`config.mk`:
```
export PLATFORM = sky130hd
export DESIGN_NAME = mem_arbiter_flat
export DESIGN_NICKNAME = d
export VERILOG_FILES = /design/src/rtl/npc_mem_pkg.sv /design/src/rtl/mem_arbiter_if.sv /design/src/rtl/mem_rr_arb2.sv /design/src/rtl/mem_arbiter.sv /design/src/flat_wrapper.sv
export SDC_FILE = /design/constraint.sdc
export NUM_CORES = 1
export LEC_CHECK = 0
export BUFFER_PORTS_ARGS = -buffer_cell sky130_fd_sc_hd__buf_2
export CORE_UTILIZATION = 25
export DETAILED_ROUTE_END_ITERATION = 8
export PLACE_DENSITY = 0.53
export RECOVER_POWER = 50
export SETUP_SLACK_MARGIN = 0.3
export SLEW_MARGIN = 20
export SYNTH_ARGS = -nofsm -noshare
export SYNTH_HDL_FRONTEND = slang
export SYNTH_HIERARCHICAL = 1
export SYNTH_SLANG_ARGS = --single-unit
```
`constraint.sdc`:
```
create_clock -name clock -period 3.9 [get_ports clock]
set_input_delay 0.195 -clock clock [delete_from_list [all_inputs] [get_ports clock]]
set_output_delay 0.195 -clock clock [all_outputs]
set_load 0.01 [all_outputs]
```
`src/rtl/npc_mem_pkg.sv`:
```
// Shared types and widths for the NPC memory arbiter.
package npc_mem_pkg;

    localparam int unsigned ADDR_W = 32;
    localparam int unsigned DATA_W = 32;
    localparam int unsigned MASK_W = 8;
    localparam int unsigned CNT_W  = 4;

    typedef enum logic [1:0] {
        IDLE  = 2'd0,
        WAIT  = 2'd1,
        ISSUE = 2'd2,
        RESP  = 2'd3
    } state_t;

    typedef enum logic {
        OWN_IFU = 1'b0,
        OWN_LSU = 1'b1
    } owner_t;

    typedef struct packed {
        logic              wen;
        logic [ADDR_W-1:0] addr;
        logic [DATA_W-1:0] wdata;
        logic [MASK_W-1:0] wmask;
    } mem_req_t;

endpackage

```
`src/rtl/mem_arbiter_if.sv`:
```
// Requester (IFU/LSU) and memory-side signals of the arbiter.
interface mem_arbiter_if;
    import npc_mem_pkg::*;

    logic              ifu_req_valid;
    logic              ifu_req_ready;
    logic              ifu_req_wen;
    logic [ADDR_W-1:0] ifu_req_addr;
    logic [DATA_W-1:0] ifu_req_wdata;
    logic [MASK_W-1:0] ifu_req_wmask;
    logic              ifu_resp_valid;
    logic              ifu_resp_ready;
    logic [DATA_W-1:0] ifu_resp_rdata;

    logic              lsu_req_valid;
    logic              lsu_req_ready;
    logic              lsu_req_wen;
    logic [ADDR_W-1:0] lsu_req_addr;
    logic [DATA_W-1:0] lsu_req_wdata;
    logic [MASK_W-1:0] lsu_req_wmask;
    logic              lsu_resp_valid;
    logic              lsu_resp_ready;
    logic [DATA_W-1:0] lsu_resp_rdata;

    logic              mem_valid;
    logic              mem_wen;
    logic [ADDR_W-1:0] mem_raddr;
    logic [ADDR_W-1:0] mem_waddr;
    logic [DATA_W-1:0] mem_wdata;
    logic [MASK_W-1:0] mem_wmask;
    logic [DATA_W-1:0] mem_rdata;

    // Arbiter view
    modport slave (
        input  ifu_req_valid, ifu_req_wen, ifu_req_addr, ifu_req_wdata, ifu_req_wmask, ifu_resp_ready,
        output ifu_req_ready, ifu_resp_valid, ifu_resp_rdata,
        input  lsu_req_valid, lsu_req_wen, lsu_req_addr, lsu_req_wdata, lsu_req_wmask, lsu_resp_ready,
        output lsu_req_ready, lsu_resp_valid, lsu_resp_rdata,
        output mem_valid, mem_wen, mem_raddr, mem_waddr, mem_wdata, mem_wmask,
        input  mem_rdata
    );

    // Requesters plus memory controller view
    modport master (
        output ifu_req_valid, ifu_req_wen, ifu_req_addr, ifu_req_wdata, ifu_req_wmask, ifu_resp_ready,
        input  ifu_req_ready, ifu_resp_valid, ifu_resp_rdata,
        output lsu_req_valid, lsu_req_wen, lsu_req_addr, lsu_req_wdata, lsu_req_wmask, lsu_resp_ready,
        input  lsu_req_ready, lsu_resp_valid, lsu_resp_rdata,
        input  mem_valid, mem_wen, mem_raddr, mem_waddr, mem_wdata, mem_wmask,
        output mem_rdata
    );

endinterface

```
`src/rtl/mem_rr_arb2.sv`:
```
// Two-way round-robin grant: ptr holds the requester granted last.
module mem_rr_arb2
    import npc_mem_pkg::*;
(
    input  logic   valid_ifu,
    input  logic   valid_lsu,
    input  owner_t ptr,
    output owner_t grant
);

    // Lone requester wins; on a tie the one not granted last wins
    always_comb begin
        grant = OWN_IFU;
        if (valid_ifu && valid_lsu) begin
            grant = (ptr == OWN_IFU) ? OWN_LSU : OWN_IFU;
        end else if (valid_lsu) begin
            grant = OWN_LSU;
        end
    end

endmodule

```
`src/rtl/mem_arbiter.sv`:
```
// Single-outstanding IFU/LSU arbiter in front of the DPI memory controller.
module mem_arbiter
    import npc_mem_pkg::*;
#(
    parameter int unsigned LATENCY = 1
) (
    input  logic         clock,
    input  logic         reset,
    mem_arbiter_if.slave bus
);

    localparam logic [CNT_W-1:0] LAT_CNT = CNT_W'(LATENCY);

    state_t            state;
    owner_t            owner;
    owner_t            last_grant;
    logic [CNT_W-1:0]  cnt;
    mem_req_t          req_q;
    logic [DATA_W-1:0] resp_q;
    logic              mem_valid_q;
    logic              ifu_resp_valid_q;
    logic              lsu_resp_valid_q;

    owner_t            grant;
    logic              ifu_rdy;
    logic              lsu_rdy;
    logic              accept;
    logic              owner_resp_ready;
    mem_req_t          req_in;

    mem_rr_arb2 u_rr (
        .valid_ifu (bus.ifu_req_valid),
        .valid_lsu (bus.lsu_req_valid),
        .ptr       (last_grant),
        .grant     (grant)
    );

    // Ready only to the granted, valid requester while idle and out of reset
    assign ifu_rdy = !reset && (state == IDLE) && (grant == OWN_IFU) && bus.ifu_req_valid;
    assign lsu_rdy = !reset && (state == IDLE) && (grant == OWN_LSU) && bus.lsu_req_valid;
    assign accept  = ifu_rdy || lsu_rdy;

    assign req_in = (grant == OWN_IFU)
        ? '{wen: bus.ifu_req_wen, addr: bus.ifu_req_addr, wdata: bus.ifu_req_wdata, wmask: bus.ifu_req_wmask}
        : '{wen: bus.lsu_req_wen, addr: bus.lsu_req_addr, wdata: bus.lsu_req_wdata, wmask: bus.lsu_req_wmask};

    assign owner_resp_ready = (owner == OWN_IFU) ? bus.ifu_resp_ready : bus.lsu_resp_ready;

    // Transaction FSM: accept -> LATENCY wait cycles -> one-cycle issue -> response hold
    always_ff @(posedge clock or posedge reset) begin
        if (reset) begin
            state            <= IDLE;
            owner            <= OWN_IFU;
            last_grant       <= OWN_LSU;
            cnt              <= '0;
            req_q            <= '0;
            resp_q           <= '0;
            mem_valid_q      <= 1'b0;
            ifu_resp_valid_q <= 1'b0;
            lsu_resp_valid_q <= 1'b0;
        end else begin
            case (state)
                IDLE: begin
                    if (accept) begin
                        owner      <= grant;
                        last_grant <= grant;
                        req_q      <= req_in;
                        cnt        <= LAT_CNT;
                        if (LATENCY == 0) begin
                            state       <= ISSUE;
                            mem_valid_q <= 1'b1;
                        end else begin
                            state <= WAIT;
                        end
                    end
                end
                WAIT: begin
                    cnt <= cnt - CNT_W'(1);
                    if (cnt == CNT_W'(1)) begin
                        state       <= ISSUE;
                        mem_valid_q <= 1'b1;
                    end
                end
                ISSUE: begin
                    mem_valid_q      <= 1'b0;
                    resp_q           <= req_q.wen ? '0 : bus.mem_rdata;
                    ifu_resp_valid_q <= (owner == OWN_IFU);
                    lsu_resp_valid_q <= (owner == OWN_LSU);
                    state            <= RESP;
                end
                RESP: begin
                    if (owner_resp_ready) begin
                        ifu_resp_valid_q <= 1'b0;
                        lsu_resp_valid_q <= 1'b0;
                        state            <= IDLE;
                    end
                end
                default: state <= IDLE;
            endcase
        end
    end

    assign bus.ifu_req_ready  = ifu_rdy;
    assign bus.lsu_req_ready  = lsu_rdy;
    assign bus.ifu_resp_valid = ifu_resp_valid_q;
    assign bus.lsu_resp_valid = lsu_resp_valid_q;
    assign bus.ifu_resp_rdata = resp_q;
    assign bus.lsu_resp_rdata = resp_q;

    assign bus.mem_valid = mem_valid_q;
    assign bus.mem_wen   = req_q.wen;
    assign bus.mem_raddr = req_q.addr;
    assign bus.mem_waddr = req_q.addr;
    assign bus.mem_wdata = req_q.wdata;
    assign bus.mem_wmask = req_q.wmask;

endmodule

```
`src/flat_wrapper.sv`:
```
// flat-port wrapper written by rule: the top's interface ports become plain ports
module mem_arbiter_flat import npc_mem_pkg::*;
#(
    parameter int unsigned LATENCY = 1
)
  (clock, reset, bus_ifu_req_valid, bus_ifu_req_wen, bus_ifu_req_addr, bus_ifu_req_wdata, bus_ifu_req_wmask, bus_ifu_resp_ready, bus_ifu_req_ready, bus_ifu_resp_valid, bus_ifu_resp_rdata, bus_lsu_req_valid, bus_lsu_req_wen, bus_lsu_req_addr, bus_lsu_req_wdata, bus_lsu_req_wmask, bus_lsu_resp_ready, bus_lsu_req_ready, bus_lsu_resp_valid, bus_lsu_resp_rdata, bus_mem_valid, bus_mem_wen, bus_mem_raddr, bus_mem_waddr, bus_mem_wdata, bus_mem_wmask, bus_mem_rdata);
  mem_arbiter_if bus_i ();
  input  logic clock;
  input  logic reset;
  input wire logic [$bits(bus_i.ifu_req_valid)-1:0] bus_ifu_req_valid;
  input wire logic [$bits(bus_i.ifu_req_wen)-1:0] bus_ifu_req_wen;
  input wire logic [$bits(bus_i.ifu_req_addr)-1:0] bus_ifu_req_addr;
  input wire logic [$bits(bus_i.ifu_req_wdata)-1:0] bus_ifu_req_wdata;
  input wire logic [$bits(bus_i.ifu_req_wmask)-1:0] bus_ifu_req_wmask;
  input wire logic [$bits(bus_i.ifu_resp_ready)-1:0] bus_ifu_resp_ready;
  output wire logic [$bits(bus_i.ifu_req_ready)-1:0] bus_ifu_req_ready;
  output wire logic [$bits(bus_i.ifu_resp_valid)-1:0] bus_ifu_resp_valid;
  output wire logic [$bits(bus_i.ifu_resp_rdata)-1:0] bus_ifu_resp_rdata;
  input wire logic [$bits(bus_i.lsu_req_valid)-1:0] bus_lsu_req_valid;
  input wire logic [$bits(bus_i.lsu_req_wen)-1:0] bus_lsu_req_wen;
  input wire logic [$bits(bus_i.lsu_req_addr)-1:0] bus_lsu_req_addr;
  input wire logic [$bits(bus_i.lsu_req_wdata)-1:0] bus_lsu_req_wdata;
  input wire logic [$bits(bus_i.lsu_req_wmask)-1:0] bus_lsu_req_wmask;
  input wire logic [$bits(bus_i.lsu_resp_ready)-1:0] bus_lsu_resp_ready;
  output wire logic [$bits(bus_i.lsu_req_ready)-1:0] bus_lsu_req_ready;
  output wire logic [$bits(bus_i.lsu_resp_valid)-1:0] bus_lsu_resp_valid;
  output wire logic [$bits(bus_i.lsu_resp_rdata)-1:0] bus_lsu_resp_rdata;
  output wire logic [$bits(bus_i.mem_valid)-1:0] bus_mem_valid;
  output wire logic [$bits(bus_i.mem_wen)-1:0] bus_mem_wen;
  output wire logic [$bits(bus_i.mem_raddr)-1:0] bus_mem_raddr;
  output wire logic [$bits(bus_i.mem_waddr)-1:0] bus_mem_waddr;
  output wire logic [$bits(bus_i.mem_wdata)-1:0] bus_mem_wdata;
  output wire logic [$bits(bus_i.mem_wmask)-1:0] bus_mem_wmask;
  input wire logic [$bits(bus_i.mem_rdata)-1:0] bus_mem_rdata;
  assign bus_i.ifu_req_valid = bus_ifu_req_valid;
  assign bus_i.ifu_req_wen = bus_ifu_req_wen;
  assign bus_i.ifu_req_addr = bus_ifu_req_addr;
  assign bus_i.ifu_req_wdata = bus_ifu_req_wdata;
  assign bus_i.ifu_req_wmask = bus_ifu_req_wmask;
  assign bus_i.ifu_resp_ready = bus_ifu_resp_ready;
  assign bus_ifu_req_ready = bus_i.ifu_req_ready;
  assign bus_ifu_resp_valid = bus_i.ifu_resp_valid;
  assign bus_ifu_resp_rdata = bus_i.ifu_resp_rdata;
  assign bus_i.lsu_req_valid = bus_lsu_req_valid;
  assign bus_i.lsu_req_wen = bus_lsu_req_wen;
  assign bus_i.lsu_req_addr = bus_lsu_req_addr;
  assign bus_i.lsu_req_wdata = bus_lsu_req_wdata;
  assign bus_i.lsu_req_wmask = bus_lsu_req_wmask;
  assign bus_i.lsu_resp_ready = bus_lsu_resp_ready;
  assign bus_lsu_req_ready = bus_i.lsu_req_ready;
  assign bus_lsu_resp_valid = bus_i.lsu_resp_valid;
  assign bus_lsu_resp_rdata = bus_i.lsu_resp_rdata;
  assign bus_mem_valid = bus_i.mem_valid;
  assign bus_mem_wen = bus_i.mem_wen;
  assign bus_mem_raddr = bus_i.mem_raddr;
  assign bus_mem_waddr = bus_i.mem_waddr;
  assign bus_mem_wdata = bus_i.mem_wdata;
  assign bus_mem_wmask = bus_i.mem_wmask;
  assign bus_i.mem_rdata = bus_mem_rdata;
  mem_arbiter #(.LATENCY(LATENCY)) u_core (.clock(clock), .reset(reset), .bus(bus_i));
endmodule
```
==> impl_metrics.env <==
export IMPL_cts_resized=0
export IMPL_cts_buffer_depth=2
export IMPL_post_drt_wl_per_cell_um=13.8
export IMPL_numCtsBuffers=17
export IMPL_post_route_drc_count=0
export IMPL_postRouteAntennaNets=0
export IMPL_slowest_delay_ns=0.69
export IMPL_power_per_cell_area_nw_per_um2=775
export IMPL_die_h_um=154
export IMPL_pre_cts_slack_ns=1.50
export IMPL_wl_um=16500
export IMPL_synth_seq_area_share_pct=50.2
export IMPL_clock_latency_ns=0.40
export IMPL_grt_max_degree=97
export IMPL_reg2reg_from="u_core/last_grant"
export IMPL_area_growth_pct=37.9
export IMPL_htree_levels=4
export IMPL_slew_violations=54
export IMPL_synth_area_top_cells="dfrtp_1 (50%), mux2i_1 (13%), buf_4 (9.3%)"
export IMPL_cpMaxStageDelayCell="buf_4"
export IMPL_whs_ns=0.0382
export IMPL_diodes=0
export IMPL_port_buffers=357
export IMPL_track_usage_pct=13.6
export IMPL_vias_per_cell=4.19
export IMPL_switching_share_pct=40.6
export IMPL_cpMostUsedCell="buf_4"
export IMPL_cts_sinks=116
export IMPL_r2r_end="u_core/bus.mem_raddr[4]"
export IMPL_synth_largest_area_cell="dfrtp_1"
export IMPL_netlist_cell_type_count=31
export IMPL_worst_slew_pin_slew_ns=2.55
export IMPL_cts_tree="done"
export IMPL_slew_headroom_pct=-71.2
export IMPL_crit_start="u_core/last_grant"
export IMPL_cts_root_buf="clkbuf_16"
export IMPL_io_pin_count=358
export IMPL_ctsHoldBuffers=30
export IMPL_power_mw=6.19
export IMPL_seqPwrFrac_pct=36.3
export IMPL_skew_ns=0.00837
export IMPL_regToRegSetupSlack_ns=1.54
export IMPL_fin_tns_setup_ns=0
export IMPL_rsz0062_at_grt="false"
export IMPL_yosys_warnings=6
export IMPL_p_leak_nw=3.80
export IMPL_p_comb_share_pct=40.0
export IMPL_layout_drive_gt1_share_pct=27.7
export IMPL_clkPwrFrac_pct=23.6
export IMPL_cts_setup_buffers=0
export IMPL_synthesis_nets=775
export IMPL_synth_top_area_share_pct=49.7
export IMPL_nets=1093
export IMPL_crit_fanout=96
export IMPL_start_kind="register"
export IMPL_max_freq_mhz=424
export IMPL_die_area_um2=23800
export IMPL_fin_ws_ns=1.54
export IMPL_row_count=55
export IMPL_fin_crit_sh_pct=60.5
export IMPL_crit_required_ns=4.22
export IMPL_syn_area_per_cell_um2=9.91
export IMPL_antenna_found_initial=0
export IMPL_core_um2=22600
export IMPL_gr_total_overflow=0
export IMPL_vias=5023
export IMPL_status="complete, but fails checks"
export IMPL_ys_ff_latch=116
export IMPL_final_min_clock_period_ns=2.36
export IMPL_critPathKind="reg -> reg"
export IMPL_p_sw_mw=2.51
export IMPL_rr_worst_depth=7
export IMPL_hold_viol_final=0
export IMPL_grt_pass1_vias=4736
export IMPL_initial_core_util_pct=25.6
export IMPL_cp_end_kind="register"
export IMPL_holdCritPathClass="in -> reg"
export IMPL_drv_cap=1
export IMPL_min_from="bus_mem_rdata[9]"
export IMPL_hpwl_um=11900
export IMPL_firstDrtPassIters=4
export IMPL_endpoint="u_core/bus.mem_raddr[4]"
export IMPL_synth_cells=584
export IMPL_setup_violations=0
export IMPL_worstPathCellList="a21boi_4, buf_4, nand2b_1, a21oi_4, buf_4, nor2_1, a21oi_1"
export IMPL_syn_cell_area_um2=5790
export IMPL_peakVddDrop_mv=0.256
export IMPL_intPower_mw=3.68
export IMPL_path_clk_slew_ns=0.05
export IMPL_cp_arrival_ns=2.68
export IMPL_gp_congestion=0.753
export IMPL_grt_pass1_wl_um=25000
export IMPL_failed_checks="capacitance limit, slew limit"
export IMPL_drt_initial_drc_count=239
export IMPL_chipWidth_um=154
[synth_stat cells, drive strengths merged]
cell	n
a2111oi	1
a211o	2
a211oi	1
a21boi	1
a21o	1
a21oi	76
a22o	1
and3	1
buf	92
clkbuf	3
dfrtp	115
dfstp	1
ha	7
inv	42
mux2	1
mux2i	78
nand2	39
nand2b	2
nand3	2
nor2	75
nor2b	1
nor3b	1
o21ai	36
o221ai	1
o22ai	2
or2	1
or3	1
[through the flow]
step                area (um^2)  utilization [%]  std cells
floorplan                  5790                -        584
global placement           7320             32.3       1138
detailed placement         7320             32.3       1138
CTS                        8170             36.1       1198
global route               7980             35.3       1198
finish                     7980             35.3       1198
[critical path: cells and delay by family (launching register included)]
kind,cells,cell delay [ns]
AO/OA/AOI/OAI,3,0.36
AND/OR/NAND/NOR,2,0.36
buffers and inverters,2,0.92
flip-flops,1,0.55
[registers in the layout, indices dropped and copies added (netlist names), 2 cells and up]
name / cells
u_core/bus.mem_wmask: 8
u_core/cnt: 4
u_core/state: 2
u_core/bus.ifu_resp_rdata: 32
u_core/bus.mem_wdata: 32
u_core/bus.mem_raddr: 32
[cell families (layout without fill, tap and decap cells)]
| group | Yosys count | after routing | synth area share [%] |
|---|---|---|---|
| buffers and inverters | 137 | 466 | 14.7 |
| adder cells (fa/ha/maj) | 7 | 7 | 1.51 |
| AND/OR/NAND/NOR | 123 | 123 | 8.39 |
| flip-flops | 116 | 116 | 50.2 |
| multiplexers | 79 | 79 | 13.7 |
| AO/OA/AOI/OAI | 122 | 122 | 11.5 |
[power by group through the flow]
stage               combinational (mW)  sequential, mW  clock (mW)
floorplan                         1.67            2.44           0
global placement                  2.64            2.24           0
detailed placement                2.69            2.24           0
CTS                               2.71            2.24        1.52
global route                      2.77            2.34        1.57
finish                            2.48            2.25        1.46
[layout by cell type, fill, tap and decap left out, types with 2 or more instances in the layout]
master,instances
clkbuf_16,17
clkbuf_8,3
o21ai_0,36
mux2i_1,78
dlygate4sd3_1,30
clkinv_2,4
nand3_1,2
ha_1,7
dfrtp_1,115
nor2_1,75
buf_4,6
buf_2,206
a21oi_1,74
o22ai_1,2
a211o_1,2
clkbuf_1,152
nand2_1,39
inv_1,41
clkinvlp_4,3
[how the worst min path moves through the flow]
stage,to,cells after the start,slack (ns)
after global placement,u_core/bus.mem_wmask[0],2,0.37
after floorplan,u_core/bus.ifu_resp_rdata[0],2,0.31
final,u_core/bus.ifu_resp_rdata[9],3,0.04
after CTS,u_core/bus.ifu_resp_rdata[30],3,0.01
after detailed placement,u_core/bus.mem_wmask[0],2,0.38
after global routing,u_core/bus.ifu_resp_rdata[30],3,0.02
[final cells by class]
cell class / instances / area [um^2]
inverters: 42 / 159
flip-flops and latches: 116 / 2900
fillers: 2458 / 14700
clock inverters: 9 / 81.3
clock buffers: 21 / 470
multi-input cells: 331 / 2050
repair buffers: 394 / 1960
well taps: 285 / 357
[per-layer routing]
metal	share of wire (%)	GRT usage [%]	routed length, um
met4	1.3	5.24	221
met2	48	22.0	7860
met5	0	0	0
met1	46	17.6	7530
met3	5.3	2.93	874
Power figures use the tool's default switching activity.
